==> src/rtl/bp_pkg.sv <==
// Shared definitions for the branch-prediction update path: counter encoding,
// update-FSM state encoding, saturating counter helpers and the layout of the
// record held in the update FIFO.
// Optional feature macro: BP_UPD_STATS_EN (adds pred_taken to the record).
package bp_pkg;

  // 2-bit direction counter
  localparam logic [1:0] CTR_SNT = 2'b00;
  localparam logic [1:0] CTR_WNT = 2'b01;
  localparam logic [1:0] CTR_WT  = 2'b10;
  localparam logic [1:0] CTR_ST  = 2'b11;

  // Update FSM
  localparam logic [1:0] ST_IDLE   = 2'd0;
  localparam logic [1:0] ST_LOOKUP = 2'd1;
  localparam logic [1:0] ST_WRITE  = 2'd2;

  // Record layout, MSB to LSB: {pc, target[AW-1:2], taken [, pred_taken]}
`ifdef BP_UPD_STATS_EN
  localparam int REC_PRED_W = 1;
`else
  localparam int REC_PRED_W = 0;
`endif

  function automatic int rec_width(input int aw);
    return aw + (aw - 2) + 1 + REC_PRED_W;
  endfunction

  function automatic int rec_taken_bit();
    return REC_PRED_W;
  endfunction

  function automatic int rec_tgt_lsb();
    return REC_PRED_W + 1;
  endfunction

  function automatic int rec_pc_lsb(input int aw);
    return REC_PRED_W + 1 + (aw - 2);
  endfunction

  function automatic logic [1:0] sat_inc(input logic [1:0] c);
    return (c == CTR_ST) ? CTR_ST : c + 2'd1;
  endfunction

  function automatic logic [1:0] sat_dec(input logic [1:0] c);
    return (c == CTR_SNT) ? CTR_SNT : c - 2'd1;
  endfunction

endpackage

==> src/rtl/bp_upd_fifo.sv <==
// Small synchronous FIFO holding resolved-branch records. Pointers carry an
// extra wrap bit so full and empty are distinguishable without a counter.
// A push while full is dropped, even if a pop happens in the same cycle.
module bp_upd_fifo #(
  parameter int DEPTH = 4,
  parameter int WIDTH = 8
) (
  input  logic                     clk,
  input  logic                     reset,
  input  logic                     i_push,
  input  logic                     i_pop,
  input  logic [WIDTH-1:0]         i_din,
  output logic [WIDTH-1:0]         o_head,
  output logic                     o_full,
  output logic                     o_empty,
  output logic [$clog2(DEPTH):0]   o_count
);

  localparam int AW = $clog2(DEPTH);

  logic [WIDTH-1:0] r_mem [DEPTH];
  logic [AW:0]      r_wr;
  logic [AW:0]      r_rd;
  logic             w_push;
  logic             w_pop;

  assign w_push  = i_push && !o_full;
  assign w_pop   = i_pop && !o_empty;
  assign o_empty = (r_wr == r_rd);
  assign o_full  = (r_wr[AW] != r_rd[AW]) && (r_wr[AW-1:0] == r_rd[AW-1:0]);
  assign o_count = r_wr - r_rd;
  assign o_head  = r_mem[r_rd[AW-1:0]];

  // Pointer update; reset discards every queued record
  always_ff @(posedge clk) begin
    if (reset) begin
      r_wr <= '0;
      r_rd <= '0;
    end else begin
      if (w_push) r_wr <= r_wr + 1'b1;
      if (w_pop)  r_rd <= r_rd + 1'b1;
    end
  end

  // Storage write; contents need no reset since the pointers gate visibility
  always_ff @(posedge clk) begin
    if (w_push) r_mem[r_wr[AW-1:0]] <= i_din;
  end

endmodule

==> src/rtl/bp_update_unit.sv <==
// Write-side controller for the branch prediction cache. Buffers resolved
// branches, then for each one reads the cache line (LOOKUP), and issues a
// single write from registered lookup results (WRITE). Because the write
// lands at the end of WRITE, the next LOOKUP always sees fresh contents.
// Optional feature macro: BP_UPD_STATS_EN (update/alloc/mispredict counters).
module bp_update_unit
  import bp_pkg::*;
#(
  parameter int AWIDTH = 32,
  parameter int DWIDTH = 32,
  parameter int DEPTH  = 4
) (
  input  logic              clk,
  input  logic              reset,
  input  logic              upd_valid,
  output logic              upd_ready,
  input  logic [AWIDTH-1:0] upd_pc,
  input  logic              upd_taken,
  input  logic [AWIDTH-1:0] upd_target,
  input  logic              upd_pred_taken,
  output logic [AWIDTH-1:0] rd_addr,
  input  logic [DWIDTH-1:0] rd_data,
  input  logic              rd_hit,
  output logic [AWIDTH-1:0] wa,
  output logic [DWIDTH-1:0] din,
  output logic              we,
  output logic              busy
`ifdef BP_UPD_STATS_EN
  ,
  output logic [31:0]       stat_updates,
  output logic [31:0]       stat_allocs,
  output logic [31:0]       stat_mispredicts
`endif
);

  localparam int RW      = rec_width(AWIDTH);
  localparam int CW      = $clog2(DEPTH) + 1;
  localparam int TK_BIT  = rec_taken_bit();
  localparam int TGT_LSB = rec_tgt_lsb();
  localparam int PC_LSB  = rec_pc_lsb(AWIDTH);

  logic [1:0]        r_state;
  logic              r_hit;
  logic              r_taken;
  logic [DWIDTH-1:0] r_data;
  logic [AWIDTH-1:0] r_pc;
  logic [AWIDTH-3:0] r_tgt;

  logic              w_push;
  logic              w_pop;
  logic              w_full;
  logic              w_empty;
  logic [CW-1:0]     w_count;
  logic [RW-1:0]     w_rec;
  logic [RW-1:0]     w_head;
  logic [AWIDTH-1:0] w_head_pc;
  logic [AWIDTH-3:0] w_head_tgt;
  logic              w_head_taken;
  logic              w_in_write;
  logic              w_wr_req;
  logic [DWIDTH-1:0] w_din;

`ifdef BP_UPD_STATS_EN
  logic              r_pred;
  logic              w_unused_bits;
  assign w_rec         = {upd_pc, upd_target[AWIDTH-1:2], upd_taken, upd_pred_taken};
  assign w_unused_bits = ^upd_target[1:0];
`else
  logic              w_unused_bits;
  assign w_rec         = {upd_pc, upd_target[AWIDTH-1:2], upd_taken};
  assign w_unused_bits = ^{upd_pred_taken, upd_target[1:0]};
`endif

  assign upd_ready = !w_full;
  assign w_push    = upd_valid && !w_full;
  assign w_pop     = (r_state == ST_WRITE);

  bp_upd_fifo #(.DEPTH(DEPTH), .WIDTH(RW)) u_fifo (
    .clk     (clk),
    .reset   (reset),
    .i_push  (w_push),
    .i_pop   (w_pop),
    .i_din   (w_rec),
    .o_head  (w_head),
    .o_full  (w_full),
    .o_empty (w_empty),
    .o_count (w_count)
  );

  assign w_head_pc    = w_head[PC_LSB +: AWIDTH];
  assign w_head_tgt   = w_head[TGT_LSB +: AWIDTH-2];
  assign w_head_taken = w_head[TK_BIT];

  assign rd_addr = (r_state == ST_LOOKUP) ? w_head_pc : '0;
  assign busy    = !w_empty || (r_state != ST_IDLE);

  // Write data from the registered lookup; miss + not-taken writes nothing
  always_comb begin
    w_wr_req = 1'b0;
    w_din    = '0;
    if (r_hit) begin
      w_wr_req = 1'b1;
      if (r_taken) w_din = {(DWIDTH-2)'(r_tgt), sat_inc(r_data[1:0])};
      else         w_din = {r_data[DWIDTH-1:2], sat_dec(r_data[1:0])};
    end else if (r_taken) begin
      w_wr_req = 1'b1;
      w_din    = {(DWIDTH-2)'(r_tgt), CTR_WT};
    end
  end

  // Reset masks the write port combinationally so an in-flight write dies
  assign w_in_write = (r_state == ST_WRITE) && !reset;
  assign we  = w_in_write && w_wr_req;
  assign wa  = w_in_write ? r_pc  : '0;
  assign din = w_in_write ? w_din : '0;

  // IDLE -> LOOKUP -> WRITE, looping back to LOOKUP while records remain
  always_ff @(posedge clk) begin
    if (reset) begin
      r_state <= ST_IDLE;
      r_hit   <= 1'b0;
      r_taken <= 1'b0;
      r_data  <= '0;
      r_pc    <= '0;
      r_tgt   <= '0;
`ifdef BP_UPD_STATS_EN
      r_pred  <= 1'b0;
`endif
    end else begin
      case (r_state)
        ST_IDLE: if (!w_empty) r_state <= ST_LOOKUP;
        ST_LOOKUP: begin
          r_hit   <= rd_hit;
          r_data  <= rd_data;
          r_pc    <= w_head_pc;
          r_tgt   <= w_head_tgt;
          r_taken <= w_head_taken;
`ifdef BP_UPD_STATS_EN
          r_pred  <= w_head[0];
`endif
          r_state <= ST_WRITE;
        end
        ST_WRITE: r_state <= (w_count > CW'(1) || w_push) ? ST_LOOKUP : ST_IDLE;
        default: r_state <= ST_IDLE;
      endcase
    end
  end

`ifdef BP_UPD_STATS_EN
  // Event counters, free-running with natural 32-bit wrap
  always_ff @(posedge clk) begin
    if (reset) begin
      stat_updates     <= '0;
      stat_allocs      <= '0;
      stat_mispredicts <= '0;
    end else if (w_pop) begin
      stat_updates <= stat_updates + 32'd1;
      if (!r_hit && r_taken) stat_allocs <= stat_allocs + 32'd1;
      if (r_pred != r_taken) stat_mispredicts <= stat_mispredicts + 32'd1;
    end
  end
`endif

endmodule

==> config.mk <==
export PLATFORM = sky130hd
export DESIGN_NAME = bp_update_unit
export DESIGN_NICKNAME = d
export VERILOG_FILES = /design/src/rtl/bp_pkg.sv /design/src/rtl/bp_upd_fifo.sv /design/src/rtl/bp_update_unit.sv
export SDC_FILE = /design/constraint.sdc
export NUM_CORES = 1
export LEC_CHECK = 0
export CAP_MARGIN = 30
export CORE_MARGIN = 4
export CORE_UTILIZATION = 30
export DETAILED_ROUTE_END_ITERATION = 8
export DONT_BUFFER_PORTS = 1
export GPL_ROUTABILITY_DRIVEN = 0
export SYNTH_ARGS = -nofsm -noshare
export SYNTH_HDL_FRONTEND = slang
export SYNTH_SLANG_ARGS = --single-unit
==> constraint.sdc <==
create_clock -name clk -period 3.3 [get_ports clk]
set_input_delay 0.66 -clock clk [delete_from_list [all_inputs] [get_ports clk]]
set_output_delay 0.66 -clock clk [all_outputs]
set_load 0.01 [all_outputs]
==> results of run 1 <==
[cells by family (layout without fill, tap and decap cells)]
| family | after synthesis | count (layout) | synth area share |
|---|---|---|---|
| compound gates | 139 | 139 | 0.0622 |
| xor+xnor | 2 | 2 | 0.00182 |
| simple gates | 251 | 251 | 0.0795 |
| fa+ha+maj | 9 | 9 | 0.00857 |
| buf+inv | 97 | 141 | 0.0346 |
| mux | 68 | 68 | 0.107 |
| flops | 358 | 358 | 0.706 |
[per-stage QoR]
stage,util,std cells,instance area [um2]
2_1_floorplan,-,924,13700
4_1_cts,0.349,1568,15800
3_3_place_gp,0.319,1492,14400
3_5_place_dp,0.319,1492,14400
6_report,0.349,1568,15800
5_1_grt,0.349,1568,15800
[sequential cells by signal (all words and copies together) (netlist names), named ones only]
signal        flops
u_fifo.r_rd       3
r_tgt            30
r_data           32
r_taken           1
u_fifo.r_mem    252
r_pc             32
r_hit             1
r_state           2
u_fifo.r_wr       3
[cell usage in the layout, fill, tap and decap left out, types with 3 or more instances in the layout]
master / instances
a21oi_1: 96
a22o_1: 30
and2_1: 33
and2_4: 4
buf_12: 5
buf_4: 20
bufinv_16: 4
clkbuf_1: 7
clkbuf_16: 43
clkbuf_8: 6
clkinv_1: 3
clkinv_2: 9
dfxtp_1: 104
edfxtp_1: 252
ha_1: 7
inv_1: 40
mux2_1: 4
mux4_2: 63
nand2_1: 197
nor2_1: 7
[cell type report]
type,instances,area [um2],area share
Timing Repair Buffer,25,250,0.0158
Inverter,40,150,0.00949
Clock buffer,56,1180,0.0749
Multi-Input combinational cell,469,3580,0.226
Tap cell,600,751,0.0474
Clock inverter,20,210,0.0133
Sequential cell,358,9700,0.613
[per-layer routing]
metal	vias up	track usage
met3	40	0.0444
li1	3393	-
met4	0	0.0362
met2	217	0.213
met1	3679	0.156
met5	-	0
[power by group]
| part | internal (W) | switching, W | leakage, nW |
|---|---|---|---|
| registers | 0.00514 | 0.000137 | 3.18 |
| clock network | 0.00283 | 0.00177 | 0.691 |
| logic | 0.000303 | 0.000587 | 1.46 |
[worst max-delay path, cell delays in order, from the launching register on]
cell	delay, ps
dfxtp_1	370
inv_1	110
ha_1	340
nand2_1	140
or4b_1	680
[path summary, 6_finish.rpt]
path / start / slack (ps) / to / cells after the start
min reg2reg: r_pc[31] / 440 / r_pc[31] / 2
max: u_fifo.r_wr[0] / 470 / busy / 4
min: reset / 190 / r_tgt[2] / 1
max reg2reg: u_fifo.r_wr[0] / 940 / u_fifo.r_mem[1][5] / 6
==> flow_summary.ini, run 1 <==
[clocking]
htree_levels = 2
path_clk_slew_ps = 60
cts_inserted_buffers = 41
cts_root_buf = clkbuf_16
cts.path.max_buffers = 3
cts_resized = 0
clock_sinks = 358
cts_tree = done
post_cts_hold_buffer_count = 0
postCtsSetupRepairBufs = 0
clk_latency_ps = 550

[global_routing]
grt_first_pass_wirelength_mm = 47.9
grt_start_max_net_pins = 111
grt_overflow_total = 0
grt_pass1_vias = 7734
antenna_found_initial = 0
grt_use_total = 0.127

[detailed_routing]
vias = 7329
wl_met3_mm = 2.33
detail_route.wl_per_cell_um = 20.4
top_layer = met4
drt_first_iter_violations = 351
totalWireLength_mm = 31.9
antenna_left = 0
dr.pass1.iters = 4
viasPerCell = 4.67
drt-met1-wl_mm = 13.5
drc = 0
met2WireLength_mm = 15.4

[timing]
fin_worst_skew_ps = 14.3
fmax_ghz = 0.353
slew_violations = 0
fin_ws_ps = 468
tightest_slew_ps = 732
rsz0062_at_grt = no
final-setup-viol-count = 0
period_needed_ps = 2830
finalSetupTns_ps = 0
hold_violations = 0
whs_ps = 186
period_share = 0.858
slew-limit-headroom = 0.512

[floorplan]
initial_core_util = 0.303
dieArea_mm2 = 0.0492
num_rows = 78
io_pins = 201
core_area_mm2 = 0.0453
die_w_um = 222
fp.dieH_um = 222

[synth]
synth.top_cells.by_count = 252 x edfxtp_1, 197 x nand2_1, 106 x dfxtp_1, 96 x a21oi_1, 63 x mux4_2
syn_area_mm2 = 0.0137
syn-num-nets = 1034
yosysSeqAreaShare = 0.706
synth.area.top_cells = edfxtp_1 55%, dfxtp_1 15%, mux4_2 10%
synth_area_leader_cell = edfxtp_1
synthFlopType = edfxtp_1
synthArstFlopShare = 0
ys_seq_elements = 358
synthDistinctLibCells = 42
syn_inst = 924
yosysTopAreaCellShare = 0.551
ys.warnings.count = 0
synth_most_common_cell = edfxtp_1
synth_edf_count = 252
synth.avg_cell_area_um2 = 14.9

[place]
post-place-ws_ps = 877
hpwl_mm = 20.0
port_buffers = 0

[critical_path]
critPathMaxFanout = 5
worstSetupPathType = flop to output port
arrival_ps = 2170
crit_path_end_kind = output port
cp_data_required_time_ps = 2640
crit_path_start_kind = flop

[min_path]
hold_path_class = primary input to flop

[status]
status = completed

[power]
powerDensity_mw_per_mm2 = 680
p_leak_nw = 5.33
vdd_ir_drop_max_uv = 403
power_w = 0.0108

[layout]
fillCellCount = 4398
final_nets = 1045
drive_above_1_share = 0.173
diodes = 0
syn_to_final_growth_pct = 15.3

[job]
maxCapViolations = 0
Note: power is estimated with default switching activity, not from simulation.
==> inputs of run 2 (changes only) <==
REMOVE_ABC_BUFFERS = 1   (was unset)
==> run 2 against run 1 <==
Effect of this change:
- non-clock buffer count shrank 1
- clock skew shrank 1.9 ps
- wire length shrank 4.2%
- global-route usage shrank 0.47 points
- critical path depth is the same
- flip-flop and latch count is the same
- total power shrank 1.8%
- clock power shrank 4%
- sequential power is essentially flat
- first-iteration DRC count grew 11%
- die area is the same
- critical path type unchanged
- largest cell class unchanged
- largest power group unchanged
- highest routed layer unchanged
==> flow_summary.ini, run 2 (synthesis results as in run 1) <==
[critical_path]
worstSetupPathType = flop to output port
crit_path_end_kind = output port
crit_path_start_kind = flop
reg2reg_to = u_fifo.r_mem[2][45]
rrSetupSlack_ps = 960
critPathMaxFanout = 16
rr_startpoint = u_fifo.r_wr[0]
reg2reg_depth = 6
arrival_ps = 2210
cp_data_required_time_ps = 2640

[floorplan]
die_w_um = 222
dieArea_mm2 = 0.0492
num_rows = 78
core_area_mm2 = 0.0453
initial_core_util = 0.303
io_pins = 201
fp.dieH_um = 222

[job]
maxCapViolations = 0

[timing]
fmax_ghz = 0.348
period_needed_ps = 2870
finalSetupTns_ps = 0
period_share = 0.870
slew_violations = 0
slew-limit-headroom = 0.418
fin_worst_skew_ps = 12.4
final-setup-viol-count = 0
tightest_slew_ps = 873
hold_violations = 0
rsz0062_at_grt = no

[clocking]
clk_latency_ps = 540
post_cts_hold_buffer_count = 0
clock_sinks = 358
postCtsSetupRepairBufs = 0
cts_resized = 0
cts_root_buf = clkbuf_16
path_clk_slew_ps = 60
cts.path.max_buffers = 3
cts_tree = done
htree_levels = 2
cts_inserted_buffers = 41

[layout]
drive_above_1_share = 0.167
mostFrequentLayoutCells = 252 x edfxtp_1, 197 x nand2_1, 104 x dfxtp_1, 96 x a21oi_1, 63 x mux4_2
final_nets = 1044
fillCellCount = 4404
diodes = 0
syn_to_final_growth_pct = 14.6
largest_register_ffs = 252
multi_input_area_mm2 = 0.00358
mostFrequentLayoutCell = edfxtp_1
final_cells = 1565
seq_area_mm2 = 0.00970

[status]
status = completed

[min_path]
hold_path_class = primary input to flop
worst_hold_path.endpoint = r_data[11]
min_path_cells = 1
hold_start = reset

[place]
place_inst = 1491
port_buffers = 0
hpwl_mm = 18.5

[global_routing]
grt_pass1_vias = 7702
antenna_found_initial = 1
grt_first_pass_wirelength_mm = 46.2
grt_start_max_net_pins = 111
grt_use_total = 0.122
grt_overflow_total = 0

[power]
vdd_ir_drop_max_uv = 402
p_leak_nw = 5.28
powerDensity_mw_per_mm2 = 672

[detailed_routing]
drt_first_iter_violations = 391
totalWireLength_mm = 30.6
viasPerCell = 4.69
drc = 0
dr.pass1.iters = 4
vias = 7343
antenna_left = 0
detail_route.wl_per_cell_um = 19.5
[run 2: per-stage QoR]
stage	cell area (um2)	hold slack (ps)	total power, W	setup slack [ps]	util
2_1_floorplan	13400	426	0.00596	-891	-
4_1_cts	15700	145	0.0108	313	0.347
3_3_place_gp	14400	432	0.00625	804	0.318
6_report	15700	201	0.0106	429	0.347
5_1_grt	15700	152	0.0111	226	0.347
3_5_place_dp	14400	439	0.00629	789	0.318
[run 2: how the worst max path moves through the flow]
| stage | from | end | depth (start not counted) | slack (ps) |
|---|---|---|---|---|
| floorplan | flop | rd_addr[0] | 3 | -890 |
| global placement | reset | din[12] | 4 | 800 |
| detailed placement | reset | din[12] | 4 | 790 |
| CTS | flop | rd_addr[9] | 4 | 310 |
| global route | flop | rd_addr[9] | 4 | 230 |
| finish | flop | rd_addr[9] | 4 | 430 |
[run 2: cell type report]
cell class | instances | share of cell area
tap | 600 | 0.0477
clock inverter | 16 | 0.00914
inverter | 40 | 0.00954
timing repair buffer | 24 | 0.0146
multi-input combinational | 469 | 0.228
sequential | 358 | 0.616
clock buffer | 58 | 0.0751
[run 2: power by group]
part	total, W	switching [W]	internal, W
Combinational	0.000882	0.000578	0.000304
Sequential	0.00526	0.000129	0.00514
Clock	0.00443	0.00177	0.00266
[run 2: routing by layer]
metal	part of all wire	global-route usage	up-vias	wire, um
met5	0	0	-	0
li1	-	-	3384	-
met4	0.024	0.0406	0	733
met2	0.51	0.213	189	15400
met1	0.40	0.142	3716	12200
met3	0.074	0.0399	54	2250
[run 2: worst max-delay path, stage by stage (launching register included)]
cell and delay, ps:
dfxtp_4 560, buf_4 330, mux4_2 530, nand2_1 150
inv_1 100
==> inputs of run 3 (changes only) <==
PLACE_DENSITY = 0.55   (was unset)
TNS_END_PERCENT = 5   (was unset)
==> run 3 against run 2 <==
Effect of this change:
- setup slack improved by 1.6 ps
- clock skew barely moved
- clock-buffer cell count increased by 1
- first-iteration DRC count fell by 13%
- register-to-register slack about the same
- sequential power is essentially flat
- hold slack improved by 6.0 ps
- largest power group unchanged
==> flow_summary.ini, run 3 (synthesis results as in run 1) <==
[global_routing]
grt_start_max_net_pins = 111
antenna_found_initial = 0
grt_use_total = 0.124
grt_first_pass_wirelength_mm = 47.0
grt_overflow_total = 0
grt_pass1_vias = 7574

[clocking]
cts_root_buf = clkbuf_16
path_clk_slew_ps = 60
cts.path.max_buffers = 3
clk_latency_ps = 540
post_cts_hold_buffer_count = 0
cts_inserted_buffers = 41
htree_levels = 2
cts_tree = done
clock_sinks = 358
cts_resized = 0
postCtsSetupRepairBufs = 0

[min_path]
hold_start = upd_pc[27]
worst_hold_path.endpoint = u_fifo.r_mem[2][58]
min_path_cells = 0
hold_path_class = primary input to flop

[critical_path]
crit_path_end_kind = output port
rrSetupSlack_ps = 950
arrival_ps = 2210
cp_data_required_time_ps = 2640
rr_startpoint = u_fifo.r_wr[0]
reg2reg_depth = 6
crit_path_start_kind = flop
reg2reg_to = u_fifo.r_mem[0][47]
critPathMaxFanout = 30
worstSetupPathType = flop to output port

[place]
port_buffers = 0
place_inst = 1488
dpl_cell_area_mm2 = 0.0144
hpwl_mm = 18.1

[timing]
period_share = 0.869
slew-limit-headroom = 0.465
fmax_ghz = 0.349
rsz0062_at_grt = no
fin_worst_skew_ps = 12.0
slew_violations = 0
period_needed_ps = 2870
hold_violations = 0
final-setup-viol-count = 0
tightest_slew_ps = 803

[power]
netSwitchingFraction = 0.231
p_leak_nw = 5.28
clkPwrFrac = 0.426
vdd_ir_drop_max_uv = 351
p_switching_w = 0.00247
p_int_w = 0.00824
powerDensity_mw_per_mm2 = 680
power_w = 0.0107
seqPwrFrac = 0.492
comb_power_share = 0.082

[floorplan]
fp.dieH_um = 222
initial_core_util = 0.303
core_area_mm2 = 0.0453
die_w_um = 222
io_pins = 201
num_rows = 78
dieArea_mm2 = 0.0492

[layout]
mostFrequentLayoutCells = 252 x edfxtp_1, 197 x nand2_1, 104 x dfxtp_1, 96 x a21oi_1, 63 x mux4_2
diodes = 0
fillCellCount = 4437
final_nets = 1041
largest_register_ffs = 252
seq_area_mm2 = 0.00970
drive_above_1_share = 0.163
syn_to_final_growth_pct = 14.7
final_cells = 1561
design_area_mm2 = 0.0157
mostFrequentLayoutCell = edfxtp_1
multi_input_area_mm2 = 0.00358

[detailed_routing]
dr.pass1.iters = 6
totalWireLength_mm = 31.0
drt_first_iter_violations = 339
detail_route.wl_per_cell_um = 19.8
vias = 7330
drc = 0
viasPerCell = 4.70
antenna_left = 0

[job]
maxCapViolations = 0

[status]
status = completed
run 3: cell count changes in the layout (fill, tap and decap cells not counted), sizes merged:
cell and delta:
clkbuf +1, bufinv +2, inv -1, clkinv -2, clkinvlp -1, buf -3
run 3: worst max-delay path by stage:
stage / startpoint / end / cells past startpoint
3_5_place_dp: reset / din[17] / 4
4_1_cts: r_state[1] / din[17] / 4
3_3_place_gp: reset / din[17] / 4
5_1_grt: r_state[1] / din[17] / 4
2_1_floorplan: flop / rd_addr[0] / 3
6_report: r_state[0] / din[17] / 4
run 3: cell type report:
class / instances / share of cell area
clock buffer: 59 / 0.0752
timing repair buffer: 21 / 0.0132
tap: 600 / 0.0477
sequential: 358 / 0.616
clock inverter: 14 / 0.0108
multi-input combinational: 469 / 0.228
inverter: 40 / 0.00954
run 3: power by group through the flow:
stage | clock (W) | sequential [W] | combinational [W]
floorplan | 0 | 0.00534 | 0.000618
CTS | 0.00475 | 0.00527 | 0.000917
global route | 0.00493 | 0.00530 | 0.000997
global placement | 0 | 0.00535 | 0.000906
finish | 0.00456 | 0.00527 | 0.000879
detailed placement | 0 | 0.00536 | 0.000915
run 3: critical path, stage by stage (launching register included):
cell and delay [ps]:
dfxtp_1 390, nor3b_4 310, nor3b_4 220, buf_4 370
a22o_1 340
run 3: layer usage:
metal	track usage	vias up	part of all wire
li1	-	3393	-
met1	0.154	3702	0.43
met2	0.206	191	0.48
met3	0.0413	44	0.070
met4	0.0400	0	0.021
met5	0	-	0
run 3: through the flow:
stage	setup TNS, ps	utilization	setup slack, ps	hold slack (ps)
final	0	0.348	431	207
after global routing	0	0.348	181	163
after CTS	0	0.348	335	153
after detailed placement	0	0.318	695	437
after global placement	0	0.318	720	433
after floorplan	-48680	-	-891	426
